$ cat config.mk
export PLATFORM = sky130hd
export DESIGN_NAME = clock_divider_n
export DESIGN_NICKNAME = d
export VERILOG_FILES = /design/src/rtl/clkdiv_pkg.sv /design/src/rtl/clkdiv_counter.sv /design/src/rtl/clock_divider_n.sv
export SDC_FILE = /design/constraint.sdc
export NUM_CORES = 1
export LEC_CHECK = 0
export CORE_MARGIN = 4
export CORE_UTILIZATION = 50
export CTS_CLUSTER_DIAMETER = 50
export DETAILED_ROUTE_END_ITERATION = 8
export HOLD_SLACK_MARGIN = 0.05
export PLACE_DENSITY = 0.76
export SETUP_SLACK_MARGIN = 0.05
export SYNTH_ARGS = -nofsm -noshare
export SYNTH_HDL_FRONTEND = slang
export SYNTH_HIERARCHICAL = 1
export SYNTH_SLANG_ARGS = --single-unit
$ cat constraint.sdc
create_clock -name clock -period 2.5 [get_ports clock]
set_input_delay 0.5 -clock clock [delete_from_list [all_inputs] [get_ports clock]]
set_output_delay 0.5 -clock clock [all_outputs]
set_load 0.1 [all_outputs]
$ cat src/rtl/clkdiv_pkg.sv
// Shared definitions for the programmable clock-divider family.
// Holds the minimum legal divisor and the clamp helper used when a divisor is captured.
package clkdiv_pkg;

  localparam int unsigned CLKDIV_MIN_DIV = 2;

  function automatic int unsigned clkdiv_clamp(input int unsigned value);
    return (value < CLKDIV_MIN_DIV) ? CLKDIV_MIN_DIV : value;
  endfunction

endpackage

$ cat src/rtl/clkdiv_counter.sv
// Modulo-N counter with enable and wrap flag; resets so the first enabled edge wraps to 0.
module clkdiv_counter
  import clkdiv_pkg::*;
#(
  parameter int DIV_WIDTH   = 8,
  parameter int DEFAULT_DIV = 2
) (
  input  logic                 clock,
  input  logic                 reset,
  input  logic                 enable,
  input  logic [DIV_WIDTH-1:0] div,
  output logic [DIV_WIDTH-1:0] cnt_next,
  output logic                 wrap
);

  logic [DIV_WIDTH-1:0] cnt;

  always_comb begin
    wrap     = (cnt == (div - DIV_WIDTH'(1)));
    cnt_next = wrap ? '0 : (cnt + DIV_WIDTH'(1));
  end

  always_ff @(posedge clock) begin
    if (reset) begin
      cnt <= DIV_WIDTH'(DEFAULT_DIV - 1);
    end else if (enable) begin
      cnt <= cnt_next;
    end
  end

endmodule

$ cat src/rtl/clock_divider_n.sv
// Runtime-programmable integer divider producing a registered enable-style output and tick.
// Optional macro CLKDIV_PENDING_EN exposes the pending-divisor flag as port `pending`.
module clock_divider_n
  import clkdiv_pkg::*;
#(
  parameter int DIV_WIDTH   = 8,
  parameter int DEFAULT_DIV = 2
) (
  input  logic                 clock,
  input  logic                 reset,
  input  logic                 enable,
  input  logic                 load,
  input  logic [DIV_WIDTH-1:0] div_in,
  output logic                 out,
  output logic                 tick,
  output logic [DIV_WIDTH-1:0] active_div
`ifdef CLKDIV_PENDING_EN
  ,
  output logic                 pending
`endif
);

  logic [DIV_WIDTH-1:0] cnt_next;
  logic                 wrap;
  logic [DIV_WIDTH-1:0] half;
  logic [DIV_WIDTH-1:0] div_clamped;
  logic [DIV_WIDTH-1:0] pend;
  logic                 pend_valid;

  clkdiv_counter #(
    .DIV_WIDTH  (DIV_WIDTH),
    .DEFAULT_DIV(DEFAULT_DIV)
  ) u_counter (
    .clock   (clock),
    .reset   (reset),
    .enable  (enable),
    .div     (active_div),
    .cnt_next(cnt_next),
    .wrap    (wrap)
  );

  always_comb begin
    half        = active_div >> 1;
    div_clamped = DIV_WIDTH'(clkdiv_clamp(32'(div_in)));
  end

  // Pending divisor data carries no reset; pend_valid qualifies it.
  always_ff @(posedge clock) begin
    if (load) begin
      pend <= div_clamped;
    end
  end

  // A new divisor is only adopted at an enabled wrap, so a period is never cut short.
  always_ff @(posedge clock) begin
    if (reset) begin
      active_div <= DIV_WIDTH'(DEFAULT_DIV);
      pend_valid <= 1'b0;
    end else if (enable && wrap) begin
      if (load) begin
        active_div <= div_clamped;
      end else if (pend_valid) begin
        active_div <= pend;
      end
      pend_valid <= 1'b0;
    end else if (load) begin
      pend_valid <= 1'b1;
    end
  end

  always_ff @(posedge clock) begin
    if (reset) begin
      out  <= 1'b0;
      tick <= 1'b0;
    end else if (enable) begin
      out  <= (cnt_next < half);
      tick <= (cnt_next == '0);
    end else begin
      tick <= 1'b0;
    end
  end

`ifdef CLKDIV_PENDING_EN
  assign pending = pend_valid;
`endif

endmodule
==> metrics, run 1 <==
final net count 262; most common flop cell mapped by yosys dfxtp_1; largest cells by area after synthesis dfxtp_1 (20%), edfxtp_1 (13%), xnor2_1 (5.6%), ha_1 (5.3%), a2111oi_2 (4.8%); Worst Reg-to-Reg Cells 13; YS warnings 6; share of the synthesized area in the top cell type 20.2%; RR Startpoint active_div[1]; syn avg cell area 9.52 um2; CTS buffer count 3; simple-gate share of the synthesized area 20.7%; worst setup path category reg2reg; Root Buffer clkbuf_8; Hold Slack 0.482 ns; Worst R2R End out; share of cells above drive strength 1 46.5%; Post-CTS Hold Buffers 0; fmax 400 MHz; Cell Rows 22; cell leakage power 0.988 nW; Chip Width 69.4 um; die height 69.4 um; peak supply drop 0.669 mV; die area 0.00481 mm2; Final WS setup 0.00268 ns; EDFF count, synth 8; HP Class reg2reg; PwrDens 1080 mW/mm2; total congestion overflow 0; Tightest Pin Transition 0.379 ns; H-tree depth 1; critical path fanouts, max 5; CTS Sinks 27; Worst Setup End Kind flop; Via-to-Cell Ratio 5.83; I/O pins 22; Initial Utilization 51.5%; Seq/Total Area, Yosys 32.9%; Cells after Synth 198; top-count cell post-synth nor2_1; Worst setup SP type flop; final hold vios 0; DR iter-0 viols 57; area grow syn2layout 38.8%; WL/cell 18.9 um; I/O Buffers 21; FF-to-FF setup slack 0.003 ns; Compound-Gate Fraction of Synth Area 19.7%; vias in the first global route 1597; RSZ-0062 raised after global routing true; multiplexer share of the synthesized area 4.25%; Crit path arrival time 2.69 ns; Post-synth top cells nor2_1 (21), dfxtp_1 (19), inv_1 (13); Synth Area in Adders 5.31%; number of remaining DRC errors 0; First-pass DRT Iterations 4; Final setup viols 0; final worst path period share 99.9%; Yosys top cell by area dfxtp_1; largest net degree at the start of global routing 21; Final Critical Period 2.50 ns; TritonCTS clock tree built; critical path endpoint out; Antenna Violating Nets Remaining 0; syn nets 218; outcome finished, final reports clean; CORE AREA 0.00366 mm2; Synth Cell Area 0.00188 mm2; Diodes inserted 0; final WL 5450 um; hold path cells 2; post-synthesis xor/xnor area fraction 7.84%; Clock Path Buffers 2; first-pass GRT wire length 7700 um; post-route setup TNS 0 ns; Final Power 2.83 mW; Max Clock Skew 0.00731 ns; routability cong. 0.880; Max-Cap Viols 0; total track usage 19.8%; Reg clk slew, reported paths 0.10 ns; Yosys cell types 53; asr flop ratio synth 0%; Critical Path Source active_div[1]; main combinational cell family by area after synthesis simple AND/OR/NAND/NOR gates; Placement Setup Slack -0.0755 ns; Seq cells post-synth 27; initial antenna violation count 0; Max transition margin 74.5%; CP required 2.69 ns; post-DP HPWL 3370 um; clock latency on the worst-skew pair 0.29 ns; Slew Limit Fails 0; Via Count 1686
[what timing repair did]
item	CTS	global route
endpoints found under the setup margin	6	9
pin swaps	6	10
gates cloned	0	1
buffers inserted	11	8
endpoints found under the hold margin	0	0
resized for setup	6	23
[flip-flops by register name (all words and copies together), names as in the netlist]
name	count
u_counter/cnt	8
active_div	8
tick	1
pend_valid	1
out	1
pend	8
[cell families (layout without fill, tap and decap cells)]
group / count (synthesis) / after routing
AOI/OAI and AO/OA: 39 / 39
xor gates and xnor gates: 16 / 16
adders and majority gates: 8 / 8
buffers and inverters: 31 / 74
DFF: 27 / 27
muxes: 8 / 8
and+or+nand+nor: 69 / 69
[final cells by class]
type                    count  area (um2)
well taps                  48        60.1
fillers                   253        1040
repair buffers             57         524
clock inverters             1        8.76
flip-flops and latches     27         646
inverters                  13        51.3
clock buffers               3        41.3
multi-input cells         140        1280
[stage by stage]
stage / instance area (um2) / util [%] / std cells
after detailed placement: 2240 / 61.3 / 265
after global placement: 2240 / 61.3 / 265
after global routing: 2620 / 71.5 / 289
after floorplan: 2000 / - / 198
after CTS: 2400 / 65.7 / 280
final: 2620 / 71.5 / 289
[layout by cell type, fill, tap and decap left out, drive strengths merged]
cell / n
clkbuf: 4
o32ai: 1
inv: 14
o31ai: 3
xor2: 4
o21ai: 5
clkdlybuf4s50: 11
buf: 45
nand3b: 2
a211oi: 8
a32o: 1
xnor2: 12
o2111ai: 1
mux2i: 8
o211ai: 2
a311o: 1
ha: 8
a31oi: 2
and2: 1
nor2: 27
a2111oi: 6
nor4b: 1
o21a: 1
o41ai: 1
and4b: 1
nand2: 12
nor4: 5
nand3: 7
nand2b: 3
and2b: 1
and3: 4
nor2b: 1
nor3: 4
dfxtp: 19
a21oi: 7
edfxtp: 8
[layer usage]
layer | share of wire, % | wire [um] | up-vias | track usage [%]
li1 | - | - | 782 | -
met1 | 42 | 2280 | 834 | 24.5
met2 | 52 | 2830 | 57 | 35.3
met3 | 3.6 | 197 | 13 | 2.32
met4 | 2.7 | 146 | 0 | 6.51
met5 | 0 | 0 | - | 0
[report_power, final]
group	internal (mW)	switching (mW)	leakage, nW	total, mW
combinational	0.895	1.04	0.724	1.93
sequential	0.530	0.0897	0.238	0.620
clock	0.118	0.154	0.0261	0.272
[worst max-delay path, stage by stage, from the launching register on]
cell and delay, ns:
dfxtp_4 0.41, inv_4 0.04, ha_4 0.23, xnor2_1 0.13, nor3_1 0.19, o2111ai_2 0.16, a21oi_4 0.25, buf_12 0.17
nor2_4 0.05, ha_4 0.24, and4b_1 0.17, o21ai_1 0.11, a21oi_2 0.06, o41ai_2 0.19
[worst min path at each step]
stage,start,endpoint
floorplan,u_counter/cnt[0],u_counter/cnt[0]
global placement,out,out
detailed placement,out,out
CTS,out,out
global route,out,out
finish,out,out
Power figures use the tool's default switching activity.
==> inputs of run 2 (changes only) <==
CAP_MARGIN = 0   (was not set)
==> results of run 2 <==
No change in the layout: final DEF, timing and power equal those of run 1.
==> inputs of run 3 (changes only) <==
ABC_CLOCK_PERIOD_IN_PS = 2500   (was not set)
SKIP_LAST_GASP = 1   (was not set)
==> metrics, run 3 (same netlist as run 1, synthesis figures left out) <==
Diodes inserted 0 (unchanged); area grow syn2layout 38.3%; Via Count 1697 (+0.65%); Max transition margin 76.6% (+2.1 points); Final setup viols 0 (unchanged); critical path fanouts, max 7 (+2); outcome finished, final reports clean; number of filler cells placed in the layout 249 (-1.6%); share of cells above drive strength 1 45.6% (-0.83 points); Hold Slack 0.484 ns (+0.00241 ns); vias in the first global route 1597 (unchanged); Slew Limit Fails 0 (unchanged); Root Buffer clkbuf_8; final WL 5200 um (-4.6%); clock latency on the worst-skew pair 0.29 ns (about the same); fmax 400 MHz (about the same); FF-to-FF setup slack 0.002 ns (about the same); H-tree depth 1 (unchanged); CP required 2.70 ns (about the same); final hold vios 0 (unchanged); Worst R2R End out; total congestion overflow 0 (unchanged); first-pass GRT wire length 7700 um (unchanged); Reg clk slew, reported paths 0.10 ns (about the same); worst setup path category reg2reg; number of remaining DRC errors 0 (unchanged); Tightest Pin Transition 0.347 ns (-0.0320 ns); Crit path arrival time 2.69 ns (about the same); Clock Path Buffers 2 (unchanged); cell-by-cell trace of the critical path inv_4 -> ha_4 -> nand2b_4 -> a21oi_2 -> a31oi_1 -> o2111ai_2 -> a21oi_4 -> and2b_2 -> ha_4 -> a211oi_2 -> a21oi_2 -> o41ai_2; DR iter-0 viols 91 (+60%); I/O Buffers 21 (unchanged); Core Util, Final 71.2% (-0.27 points); Max-Cap Viols 0 (unchanged); RR Startpoint active_div[1]; peak supply drop 0.553 mV (-17%); Final Cell Area 0.00261 mm2 (-0.38%); CTS Sinks 27 (unchanged); Initial Utilization 51.5% (unchanged); First-pass DRT Iterations 4 (unchanged); most frequent cells in the layout buf_4 (38), nor2_1 (16); Cell Rows 22 (unchanged); CTS buffer count 3 (unchanged); Worst setup SP type flop; WL/cell 18.0 um (-4.6%); die area 0.00481 mm2 (unchanged); Worst Hold End out; total track usage 19.8% (unchanged); Worst Setup End Kind flop; PwrDens 1080 mW/mm2 (+0.18%); Antenna Violating Nets Remaining 0 (unchanged); final worst path period share 99.9% (about the same); CP max stage delay 0.38 ns (-0.03 ns); Worst Min Path Start out; Worst Reg-to-Reg Cells 12 (-1); final net count 262 (unchanged); cell leakage power 0.987 nW (-0.18%); die height 69.4 um (unchanged); Final Critical Period 2.50 ns (+0.000848 ns); hold path cells 2 (unchanged); post-route setup TNS 0 ns (unchanged); I/O pins 22 (unchanged); HP Class reg2reg; post-DP HPWL 3370 um (unchanged); Worst path top cell family by delay compound AO/OA/AOI/OAI gates; most common cell after layout, fill and taps aside buf_4; Chip Width 69.4 um (unchanged); largest net degree at the start of global routing 21 (unchanged); initial antenna violation count 0 (unchanged); Via-to-Cell Ratio 5.87 (+0.65%); top flop regs active_div x8, pend x8, u_counter/cnt x8; TritonCTS clock tree built; CORE AREA 0.00366 mm2 (unchanged); routability cong. 0.880 (unchanged); RSZ-0062 raised after global routing true; WP buf/inv 1 (-1); Max Clock Skew 0.00480 ns (-0.00251 ns); Area after DPL 0.00224 mm2 (unchanged); slowest stage cell, crit path dfxtp_4
==> run 3: cell counts in the layout (fill, tap and decap cells not counted) <==
Identical to the previous run, type by type.
==> run 3: layout make-up <==
| class | instances | area [um2] | share of cell area (%) |
|---|---|---|---|
| Timing Repair Buffer | 57 | 524 | 20.1 |
| Clock buffer | 3 | 41.3 | 1.58 |
| Inverter | 13 | 51.3 | 1.97 |
| Tap cell | 48 | 60.1 | 2.30 |
| Sequential cell | 27 | 646 | 24.8 |
| Multi-Input combinational cell | 140 | 1270 | 48.9 |
| Clock inverter | 1 | 8.76 | 0.336 |
==> run 3: per-stage QoR <==
step	total power, mW	instances	setup slack, ns
finish	2.82	289	0.00183
detailed placement	1.97	265	-0.0755
global placement	1.91	265	0.0412
CTS	2.42	280	0.0187
floorplan	1.66	198	-0.137
global route	2.95	289	-0.195
==> run 3: per-layer routing <==
layer	part of all wire (%)	global-route usage, %	vias up
met1	43	24.5	854
met2	52	35.3	43
met3	2.5	2.32	13
met4	2.2	6.51	0
li1	-	-	787
met5	0	0	-
==> run 3: where the power goes <==
group | leakage, nW | switching, mW | total (mW) | internal, mW
combinational | 0.723 | 1.03 | 1.93 | 0.904
clock | 0.0261 | 0.156 | 0.274 | 0.118
sequential | 0.238 | 0.0870 | 0.617 | 0.530
==> run 3: how the worst max path moves through the flow <==
| stage | depth (start not counted) | end | start | slack (ns) |
|---|---|---|---|---|
| floorplan | 13 | out | active_div[1] | -0.14 |
| global placement | 11 | out | active_div[2] | 0.04 |
| detailed placement | 14 | out | active_div[1] | -0.08 |
| CTS | 12 | out | active_div[0] | 0.02 |
| global route | 11 | out | active_div[3] | -0.19 |
| finish | 12 | out | active_div[1] | 0.002 |
==> run 3: worst register-to-register path, cell delays in order, from the launching register on <==
cell	delay, ns
dfxtp_4	0.38
inv_4	0.06
ha_4	0.17
nand2b_4	0.14
a21oi_2	0.04
a31oi_1	0.18
o2111ai_2	0.17
a21oi_4	0.25
and2b_2	0.29
ha_4	0.17
a211oi_2	0.27
a21oi_2	0.10
o41ai_2	0.19
==> run 3: repair_timing <==
action                                 CTS  global route
setup endpoints to repair                6             9
gates resized for setup                  6            21
hold buffers                             0             0
setup buffers                           11             8
pin swaps                                6             9
endpoints found under the hold margin    0             0
gates cloned                             0             1
